==> config.mk <==
export PLATFORM = sky130hd
export DESIGN_NAME = uart_image_initiator
export DESIGN_NICKNAME = d
export VERILOG_FILES = /design/src/rtl/uart_frame_pkg.sv /design/src/rtl/uart_word_deserializer.sv /design/src/rtl/uart_image_initiator.sv
export SDC_FILE = /design/constraint.sdc
export NUM_CORES = 2
export LEC_CHECK = 0
export BUFFER_PORTS_ARGS = -buffer_cell sky130_fd_sc_hd__buf_4
export CAP_MARGIN = 20
export CELL_PAD_IN_SITES_DETAIL_PLACEMENT = 1
export CELL_PAD_IN_SITES_GLOBAL_PLACEMENT = 2
export CORE_MARGIN = 2
export CORE_UTILIZATION = 40
export CTS_CLUSTER_DIAMETER = 80
export DETAILED_ROUTE_END_ITERATION = 8
export GPL_TIMING_DRIVEN = 0
export PLACE_DENSITY = 0.89
export SETUP_SLACK_MARGIN = 0.02
export SLEW_MARGIN = 10
export SYNTH_ARGS = -nofsm -noshare
export SYNTH_HDL_FRONTEND = slang
export SYNTH_HIERARCHICAL = 1
export SYNTH_SLANG_ARGS = --single-unit
==> constraint.sdc <==
create_clock -name clk -period 68.1 [get_ports clk]
set_clock_uncertainty 0.1 [all_clocks]
set_input_delay 0 -clock clk [delete_from_list [all_inputs] [get_ports clk]]
set_output_delay 0 -clock clk [all_outputs]
set_load 0.01 [all_outputs]
==> src/rtl/uart_frame_pkg.sv <==
// Line constants, FSM state types and a counter-sizing helper shared by the
// UART image initiator and its word deserializer.
package uart_frame_pkg;

    localparam logic UART_START = 1'b0;
    localparam logic UART_STOP  = 1'b1;
    localparam logic UART_IDLE  = 1'b1;

    typedef enum logic [1:0] {TX_IDLE, TX_START, TX_DATA, TX_STOP} tx_state_t;
    typedef enum logic [1:0] {RX_IDLE, RX_START, RX_DATA, RX_STOP} rx_state_t;

    // Never returns less than 1, so a counter always has at least one bit.
    function automatic int clog2(input int value);
        int r;
        r = 1;
        while ((1 << r) < value) r = r + 1;
        return r;
    endfunction

endpackage

==> src/rtl/uart_word_deserializer.sv <==
// Receives one 8N1 word from an asynchronous rx line: synchroniser, mid-bit
// sampling FSM, and a one-cycle strobe carrying the word and its stop-bit status.
module uart_word_deserializer
    import uart_frame_pkg::*;
#(
    parameter int CLOCKS_PER_PULSE = 4,
    parameter int BITS_PER_WORD    = 8
) (
    input  logic                     clk,
    input  logic                     rst,
    input  logic                     rx,
    output logic                     word_valid,
    output logic [BITS_PER_WORD-1:0] word_data,
    output logic                     word_err
);

    localparam int CNT_W = clog2(CLOCKS_PER_PULSE);
    localparam int BIT_W = clog2(BITS_PER_WORD);
    localparam logic [CNT_W-1:0] HALF_M1  = CNT_W'(CLOCKS_PER_PULSE / 2 - 1);
    localparam logic [CNT_W-1:0] FULL_M1  = CNT_W'(CLOCKS_PER_PULSE - 1);
    localparam logic [BIT_W-1:0] LAST_BIT = BIT_W'(BITS_PER_WORD - 1);

    logic                     meta_q, meta_d;
    logic                     sync_q, sync_d;
    logic                     prev_q, prev_d;
    rx_state_t                state_q, state_d;
    logic [CNT_W-1:0]         cnt_q, cnt_d;
    logic [BIT_W-1:0]         bit_q, bit_d;
    logic [BITS_PER_WORD-1:0] shift_q, shift_d;
    logic                     word_valid_q, word_valid_d;
    logic [BITS_PER_WORD-1:0] word_data_q, word_data_d;
    logic                     word_err_q, word_err_d;

    always_comb begin
        meta_d       = rx;
        sync_d       = meta_q;
        prev_d       = sync_q;
        state_d      = state_q;
        cnt_d        = cnt_q;
        bit_d        = bit_q;
        shift_d      = shift_q;
        word_valid_d = 1'b0;
        word_data_d  = word_data_q;
        word_err_d   = 1'b0;

        case (state_q)
            RX_IDLE: begin
                if (prev_q == UART_IDLE && sync_q == UART_START) begin
                    state_d = RX_START;
                    cnt_d   = '0;
                end
            end
            RX_START: begin
                // A line that is high again at mid-start was only a glitch.
                if (cnt_q == HALF_M1) begin
                    cnt_d   = '0;
                    bit_d   = '0;
                    state_d = (sync_q == UART_START) ? RX_DATA : RX_IDLE;
                end else begin
                    cnt_d = cnt_q + 1'b1;
                end
            end
            RX_DATA: begin
                if (cnt_q == FULL_M1) begin
                    cnt_d   = '0;
                    shift_d = BITS_PER_WORD'({sync_q, shift_q} >> 1);
                    if (bit_q == LAST_BIT) state_d = RX_STOP;
                    else                   bit_d   = bit_q + 1'b1;
                end else begin
                    cnt_d = cnt_q + 1'b1;
                end
            end
            RX_STOP: begin
                if (cnt_q == FULL_M1) begin
                    cnt_d        = '0;
                    state_d      = RX_IDLE;
                    word_valid_d = 1'b1;
                    word_data_d  = shift_q;
                    word_err_d   = (sync_q != UART_STOP);
                end else begin
                    cnt_d = cnt_q + 1'b1;
                end
            end
            default: state_d = RX_IDLE;
        endcase
    end

    always_ff @(posedge clk or posedge rst) begin
        if (rst) begin
            meta_q       <= UART_IDLE;
            sync_q       <= UART_IDLE;
            prev_q       <= UART_IDLE;
            state_q      <= RX_IDLE;
            cnt_q        <= '0;
            bit_q        <= '0;
            shift_q      <= '0;
            word_valid_q <= 1'b0;
            word_data_q  <= '0;
            word_err_q   <= 1'b0;
        end else begin
            meta_q       <= meta_d;
            sync_q       <= sync_d;
            prev_q       <= prev_d;
            state_q      <= state_d;
            cnt_q        <= cnt_d;
            bit_q        <= bit_d;
            shift_q      <= shift_d;
            word_valid_q <= word_valid_d;
            word_data_q  <= word_data_d;
            word_err_q   <= word_err_d;
        end
    end

    assign word_valid = word_valid_q;
    assign word_data  = word_data_q;
    assign word_err   = word_err_q;

endmodule

==> src/rtl/uart_image_initiator.sv <==
// Far-end partner of the UART image filter: serialises one parallel frame onto tx
// and reassembles the filtered frame returned on rx into a held parallel frame.
module uart_image_initiator
    import uart_frame_pkg::*;
#(
    parameter int R_I              = 7,
    parameter int C_I              = 7,
    parameter int W_I              = 8,
    parameter int CLOCKS_PER_PULSE = 4,
    parameter int BITS_PER_WORD    = 8,
    localparam int W_OUT           = R_I * C_I * W_I,
    localparam int NUM_WORDS       = W_OUT / BITS_PER_WORD
) (
    input  logic             clk,
    input  logic             rst,
    input  logic [W_OUT-1:0] s_data,
    input  logic             s_valid,
    output logic             s_ready,
    output logic             tx,
    input  logic             rx,
    output logic [W_OUT-1:0] m_data,
    output logic             m_valid,
    input  logic             m_ready,
    output logic             frame_err,
    output logic             overrun
);

    localparam int CNT_W  = clog2(CLOCKS_PER_PULSE);
    localparam int BIT_W  = clog2(BITS_PER_WORD);
    localparam int WORD_W = clog2(NUM_WORDS);
    localparam logic [CNT_W-1:0]  FULL_M1   = CNT_W'(CLOCKS_PER_PULSE - 1);
    localparam logic [BIT_W-1:0]  LAST_BIT  = BIT_W'(BITS_PER_WORD - 1);
    localparam logic [WORD_W-1:0] LAST_WORD = WORD_W'(NUM_WORDS - 1);

    // Both ports transfer on a cycle where valid and ready are high together;
    // valid never waits on ready, and m_valid/m_data hold until that cycle.

    tx_state_t         tx_state_q, tx_state_d;
    logic [W_OUT-1:0]  tx_shift_q, tx_shift_d;
    logic [CNT_W-1:0]  tx_cnt_q, tx_cnt_d;
    logic [BIT_W-1:0]  tx_bit_q, tx_bit_d;
    logic [WORD_W-1:0] tx_word_q, tx_word_d;
    logic              tx_q, tx_d;
    logic              s_ready_q, s_ready_d;

    // The whole frame shifts right one bit per data bit, which yields word 0
    // first and LSB first without any word indexing.
    always_comb begin
        tx_state_d = tx_state_q;
        tx_shift_d = tx_shift_q;
        tx_cnt_d   = tx_cnt_q;
        tx_bit_d   = tx_bit_q;
        tx_word_d  = tx_word_q;
        tx_d       = tx_q;
        s_ready_d  = 1'b0;

        case (tx_state_q)
            TX_IDLE: begin
                tx_d      = UART_IDLE;
                s_ready_d = 1'b1;
                if (s_valid && s_ready_q) begin
                    tx_state_d = TX_START;
                    tx_shift_d = s_data;
                    tx_word_d  = '0;
                    tx_cnt_d   = '0;
                    tx_d       = UART_START;
                    s_ready_d  = 1'b0;
                end
            end
            TX_START: begin
                if (tx_cnt_q == FULL_M1) begin
                    tx_cnt_d   = '0;
                    tx_bit_d   = '0;
                    tx_state_d = TX_DATA;
                    tx_d       = tx_shift_q[0];
                    tx_shift_d = tx_shift_q >> 1;
                end else begin
                    tx_cnt_d = tx_cnt_q + 1'b1;
                end
            end
            TX_DATA: begin
                if (tx_cnt_q == FULL_M1) begin
                    tx_cnt_d = '0;
                    if (tx_bit_q == LAST_BIT) begin
                        tx_state_d = TX_STOP;
                        tx_d       = UART_STOP;
                    end else begin
                        tx_bit_d   = tx_bit_q + 1'b1;
                        tx_d       = tx_shift_q[0];
                        tx_shift_d = tx_shift_q >> 1;
                    end
                end else begin
                    tx_cnt_d = tx_cnt_q + 1'b1;
                end
            end
            TX_STOP: begin
                if (tx_cnt_q == FULL_M1) begin
                    tx_cnt_d = '0;
                    if (tx_word_q == LAST_WORD) begin
                        tx_state_d = TX_IDLE;
                        tx_d       = UART_IDLE;
                        s_ready_d  = 1'b1;
                    end else begin
                        tx_word_d  = tx_word_q + 1'b1;
                        tx_state_d = TX_START;
                        tx_d       = UART_START;
                    end
                end else begin
                    tx_cnt_d = tx_cnt_q + 1'b1;
                end
            end
            default: tx_state_d = TX_IDLE;
        endcase
    end

    logic                     word_valid;
    logic [BITS_PER_WORD-1:0] word_data;
    logic                     word_err;

    uart_word_deserializer #(
        .CLOCKS_PER_PULSE(CLOCKS_PER_PULSE),
        .BITS_PER_WORD   (BITS_PER_WORD)
    ) u_rx (
        .clk       (clk),
        .rst       (rst),
        .rx        (rx),
        .word_valid(word_valid),
        .word_data (word_data),
        .word_err  (word_err)
    );

    logic [W_OUT-1:0]  asm_q, asm_d;
    logic [WORD_W-1:0] rx_word_q, rx_word_d;
    logic [W_OUT-1:0]  m_data_q, m_data_d;
    logic              m_valid_q, m_valid_d;
    logic              frame_err_q, frame_err_d;
    logic              overrun_q, overrun_d;
    logic [W_OUT-1:0]  full_frame;
    logic              consume;
    logic              complete;

    // Clearing on consume comes first so that flags raised by the word arriving
    // in the same cycle belong to the next frame.
    always_comb begin
        asm_d       = asm_q;
        rx_word_d   = rx_word_q;
        m_data_d    = m_data_q;
        m_valid_d   = m_valid_q;
        frame_err_d = frame_err_q;
        overrun_d   = overrun_q;
        full_frame  = asm_q;
        complete    = 1'b0;
        consume     = m_valid_q && m_ready;

        if (consume) begin
            m_valid_d   = 1'b0;
            frame_err_d = 1'b0;
            overrun_d   = 1'b0;
        end

        if (word_valid) begin
            full_frame[int'(rx_word_q) * BITS_PER_WORD +: BITS_PER_WORD] = word_data;
            asm_d = full_frame;
            if (word_err) frame_err_d = 1'b1;
            if (rx_word_q == LAST_WORD) begin
                rx_word_d = '0;
                complete  = 1'b1;
            end else begin
                rx_word_d = rx_word_q + 1'b1;
            end
        end

        if (complete) begin
            if (!m_valid_q || consume) begin
                m_data_d  = full_frame;
                m_valid_d = 1'b1;
            end else begin
                overrun_d = 1'b1;
            end
        end
    end

    always_ff @(posedge clk or posedge rst) begin
        if (rst) begin
            tx_state_q  <= TX_IDLE;
            tx_shift_q  <= '0;
            tx_cnt_q    <= '0;
            tx_bit_q    <= '0;
            tx_word_q   <= '0;
            tx_q        <= UART_IDLE;
            s_ready_q   <= 1'b0;
            asm_q       <= '0;
            rx_word_q   <= '0;
            m_data_q    <= '0;
            m_valid_q   <= 1'b0;
            frame_err_q <= 1'b0;
            overrun_q   <= 1'b0;
        end else begin
            tx_state_q  <= tx_state_d;
            tx_shift_q  <= tx_shift_d;
            tx_cnt_q    <= tx_cnt_d;
            tx_bit_q    <= tx_bit_d;
            tx_word_q   <= tx_word_d;
            tx_q        <= tx_d;
            s_ready_q   <= s_ready_d;
            asm_q       <= asm_d;
            rx_word_q   <= rx_word_d;
            m_data_q    <= m_data_d;
            m_valid_q   <= m_valid_d;
            frame_err_q <= frame_err_d;
            overrun_q   <= overrun_d;
        end
    end

    assign s_ready   = s_ready_q;
    assign tx        = tx_q;
    assign m_data    = m_data_q;
    assign m_valid   = m_valid_q;
    assign frame_err = frame_err_q;
    assign overrun   = overrun_q;

endmodule
==> impl_metrics.toml <==
[outcome]
status = "finished, violations left"
violations = "negative hold slack, max-capacitance violations, max-slew violations"

[placed_design]
dpl_cell_area_sq_mm = 0.0592
hpwl_microns = 140000
portBuffers = 793
dp_worst_setup_slack_ns = 63.33
gp_congestion = 0.915

[yosys]
syn_avg_cell_area_sq_um = 10.8
synth_seq_cells = 1228
yosysUniqueCellTypes = 82
syn_inst = 4689
yosys-top-cells-area = "dfrtp_1 (60%), mux2i_1 (7.9%), nand2_1 (6.4%)"
synth_largest_area_cell = "dfrtp_1"
synth_xor_area_frac = 0.00202
async_reset_ff_frac = 1.00
synth_edf_count = 0
synth_commonest_cells = "dfrtp_1 (1,224), nand2_1 (863), nor2_1 (471)"
synth_top_family_by_area = "multiplexers"
synth_ff_type = "dfrtp_1"
yosys.area_share.simple = 0.131
synth_fa_ha_area_frac = 0.00444
synth_compound_area_frac = 0.0958
synthesis.area_sq_mm = 0.0508
ys_seq_area_frac = 0.605
yosysWarnings = 6
synth_top_area_frac = 0.603
muxShareOfSynthArea = 0.134
synth.most_common_cell = "dfrtp_1"
synth_nets = 5104

[power]
pwr-share-comb = 0.122
seq_power_share = 0.429
internal_power_w = 0.00127
power.total_w = 0.00179
swShare = 0.290
clkPwrFrac = 0.449
power.density_mw_per_mm2 = 25.1
p_switching_w = 0.000518
p_leak_nw = 36.3
vdd_drop_max_mv = 0.0341

[grt]
antenna_found_initial = 96
overflow = 0
grt_pass1_vias = 51200
grt_first_pass_wirelength_microns = 347000
grt_max_degree = 119
track_usage = 0.362

[floorplanning]
io_pins = 794
die_y_microns = 360
rows = 130
start_util = 0.404
die_area_sq_mm = 0.130
core-area_sq_mm = 0.126
die_w_microns = 360

[setup_path]
end_kind = "flip-flop"
r2r_cells = 7
required_ns = 68.43
reg2reg_to = "tx_shift_q[308]$_DFFE_PP0P_"
crit_path_end = "tx_shift_q[308]$_DFFE_PP0P_"
r2r_start = "tx_state_q[0]$_DFFE_PP0P_"
arrival_ns = 6.59
startpoint_type = "flip-flop"
critical_path.startpoint = "tx_state_q[0]$_DFFE_PP0P_"
path_max_fanout = 10
regToRegSetupSlack_ns = 61.83
path_class = "reg2reg"

[clocking]
clk_path_buf_depth = 3
cts-htree-levels = 4
clockRootBuffer = "clkbuf_16"
cts_tree = "built"
clkSinkCount = 1228
worst_skew_pair.late_latency_ns = 0.87
cts_made_buffers = 138
clk_pin_slew_ns = 0.08

[cells_and_area]
finish.utilization = 0.567
design_area_sq_mm = 0.0713
fillers = 13300
final_net_count = 6759
drive_above_1_share = 0.214
syn_to_final_growth_pct = 40.4
multiInputGateArea_sq_mm = 0.0186
area.sequential_sq_mm = 0.0307

[timing]
rsz0062_at_grt = "false"
max_freq_mhz = 160
finalCriticalPeriod_ns = 6.27
maxSlewViolCount = 18
hold_viol_final = 2
final.setup.tns_ns = 0
worst_pin_slew_ns = 2.15
slew_headroom = -0.477
fin_crit_sh = 0.0920
layout_setup_ws_ns = 61.83
finalSetupViolCount = 0
hold_slack_ns = -0.0317

[hold_path]
hold_path.class = "in2reg"

[drt]
wl_per_cell_microns = 33.8
wl_microns = 280000
drt_iter0_drc = 5683
drt.antenna.violating_nets = 0
firstDrtPassIters = 6
routed_via_density = 6.06
drc = 0
vias = 50100

[run]
max-cap-violations = 11
-- critical path: stages, from the launching register on --
cell and delay, ns:
dfrtp_1 0.44, inv_1 0.11, ha_1 0.31, clkbuf_1 0.77, clkbuf_1 0.80, clkbuf_1 0.77
mux2i_1 1.41, a21oi_1 1.10
-- timing repair --
item,in CTS,in global routing
endpoints found under the setup margin,0,0
resized for setup,0,0
hold buffers,699,1
endpoints found under the hold margin,1095,6
setup buffers,0,0
-- how the worst min path moves through the flow --
stage | from | endpoint | slack [ns] | depth (start not counted)
final | s_data[101] | tx_shift_q[101]$_DFFE_PP0P_ | -0.03 | 4
after global placement | rx | u_rx/meta_q$_DFF_PP1_ | 0.01 | 1
after floorplan | rx | u_rx/meta_q$_DFF_PP1_ | -0.1 | 0
after global routing | s_data[101] | tx_shift_q[101]$_DFFE_PP0P_ | -0.02 | 4
after detailed placement | rx | u_rx/meta_q$_DFF_PP1_ | 0.01 | 1
after CTS | s_data[257] | tx_shift_q[257]$_DFFE_PP0P_ | 0.0004 | 4
-- metal layers --
layer,track usage,share of wire
met5,0.00222,0.0027
met4,0.264,0.11
met3,0.117,0.12
met2,0.586,0.43
met1,0.401,0.34
-- layout make-up --
cell class | count | area share
buffer | 312 | 0.0180
sequential | 1228 | 0.431
multi-input combinational | 3113 | 0.261
tap | 1650 | 0.0290
antenna | 166 | 0.00583
clock buffer | 204 | 0.0575
inverter | 36 | 0.00200
timing repair buffer | 1515 | 0.188
clock inverter | 42 | 0.00702
-- kinds of logic after synthesis --
family	count (synthesis)
buffers and inverters	348
DFF	1228
and+or+nand+nor	1589
AOI/OAI and AO/OA	849
adders and majority gates	18
muxes	647
xor gates and xnor gates	10
-- power by group through the flow --
stage	clock network, W	logic [W]	registers, W
6_report	0.000801	0.000218	0.000767
5_1_grt	0.000827	0.000228	0.000766
4_1_cts	0.000773	0.000193	0.000759
3_5_place_dp	0	0.000159	0.000772
3_3_place_gp	0	0.000151	0.000774
2_1_floorplan	0	0.0000884	0.000770
-- metrics by stage --
stage          hold WS (ns)  instances
3_3_place_gp         0.0105       7132
6_report            -0.0317       8266
4_1_cts            0.000401       8097
3_5_place_dp         0.0141       7152
5_1_grt             -0.0199       8236
2_1_floorplan       -0.0955       4689
-- cells in the final DEF, fill, tap and decap left out, types with 6 or more instances in the layout --
cell,Yosys,final
o21a_1,8,8
ha_1,18,18
a21oi_1,410,410
mux2i_1,403,403
buf_16,0,13
nand3_1,81,81
dfrtp_1,1224,1224
clkinv_2,0,21
clkbuf_1,246,273
o21ai_0,227,227
nand2_1,863,863
and2_1,14,14
a22o_1,38,38
mux2_2,236,236
nand2b_1,13,13
nor2_2,9,9
a31oi_1,36,36
o31ai_1,51,51
mux2_4,8,8
buf_1,11,11
buf_2,44,47
nor2b_1,8,8
nor2_1,471,471
bufinv_16,0,6
nand4_1,32,32
or3_1,11,11
nor3_1,20,20
xor2_1,6,6
o211ai_1,35,35
nand3b_1,6,6
dlygate4sd3_1,0,700
diode_2,0,166
buf_4,8,802
inv_1,35,34
and3_1,25,25
clkbuf_16,0,142
clkbuf_8,0,31
-- sequential cells by signal (all words and copies together), names as in the netlist, 3 cells and up, named ones only --
name,flops
m_data,392
u_rx/shift_q,8
tx_shift_q,392
asm_q,392
tx_word_q,6
u_rx/bit_q,3
tx_bit_q,3
u_rx/word_data,8
rx_word_q,6
(Power assumes the default switching activity.)
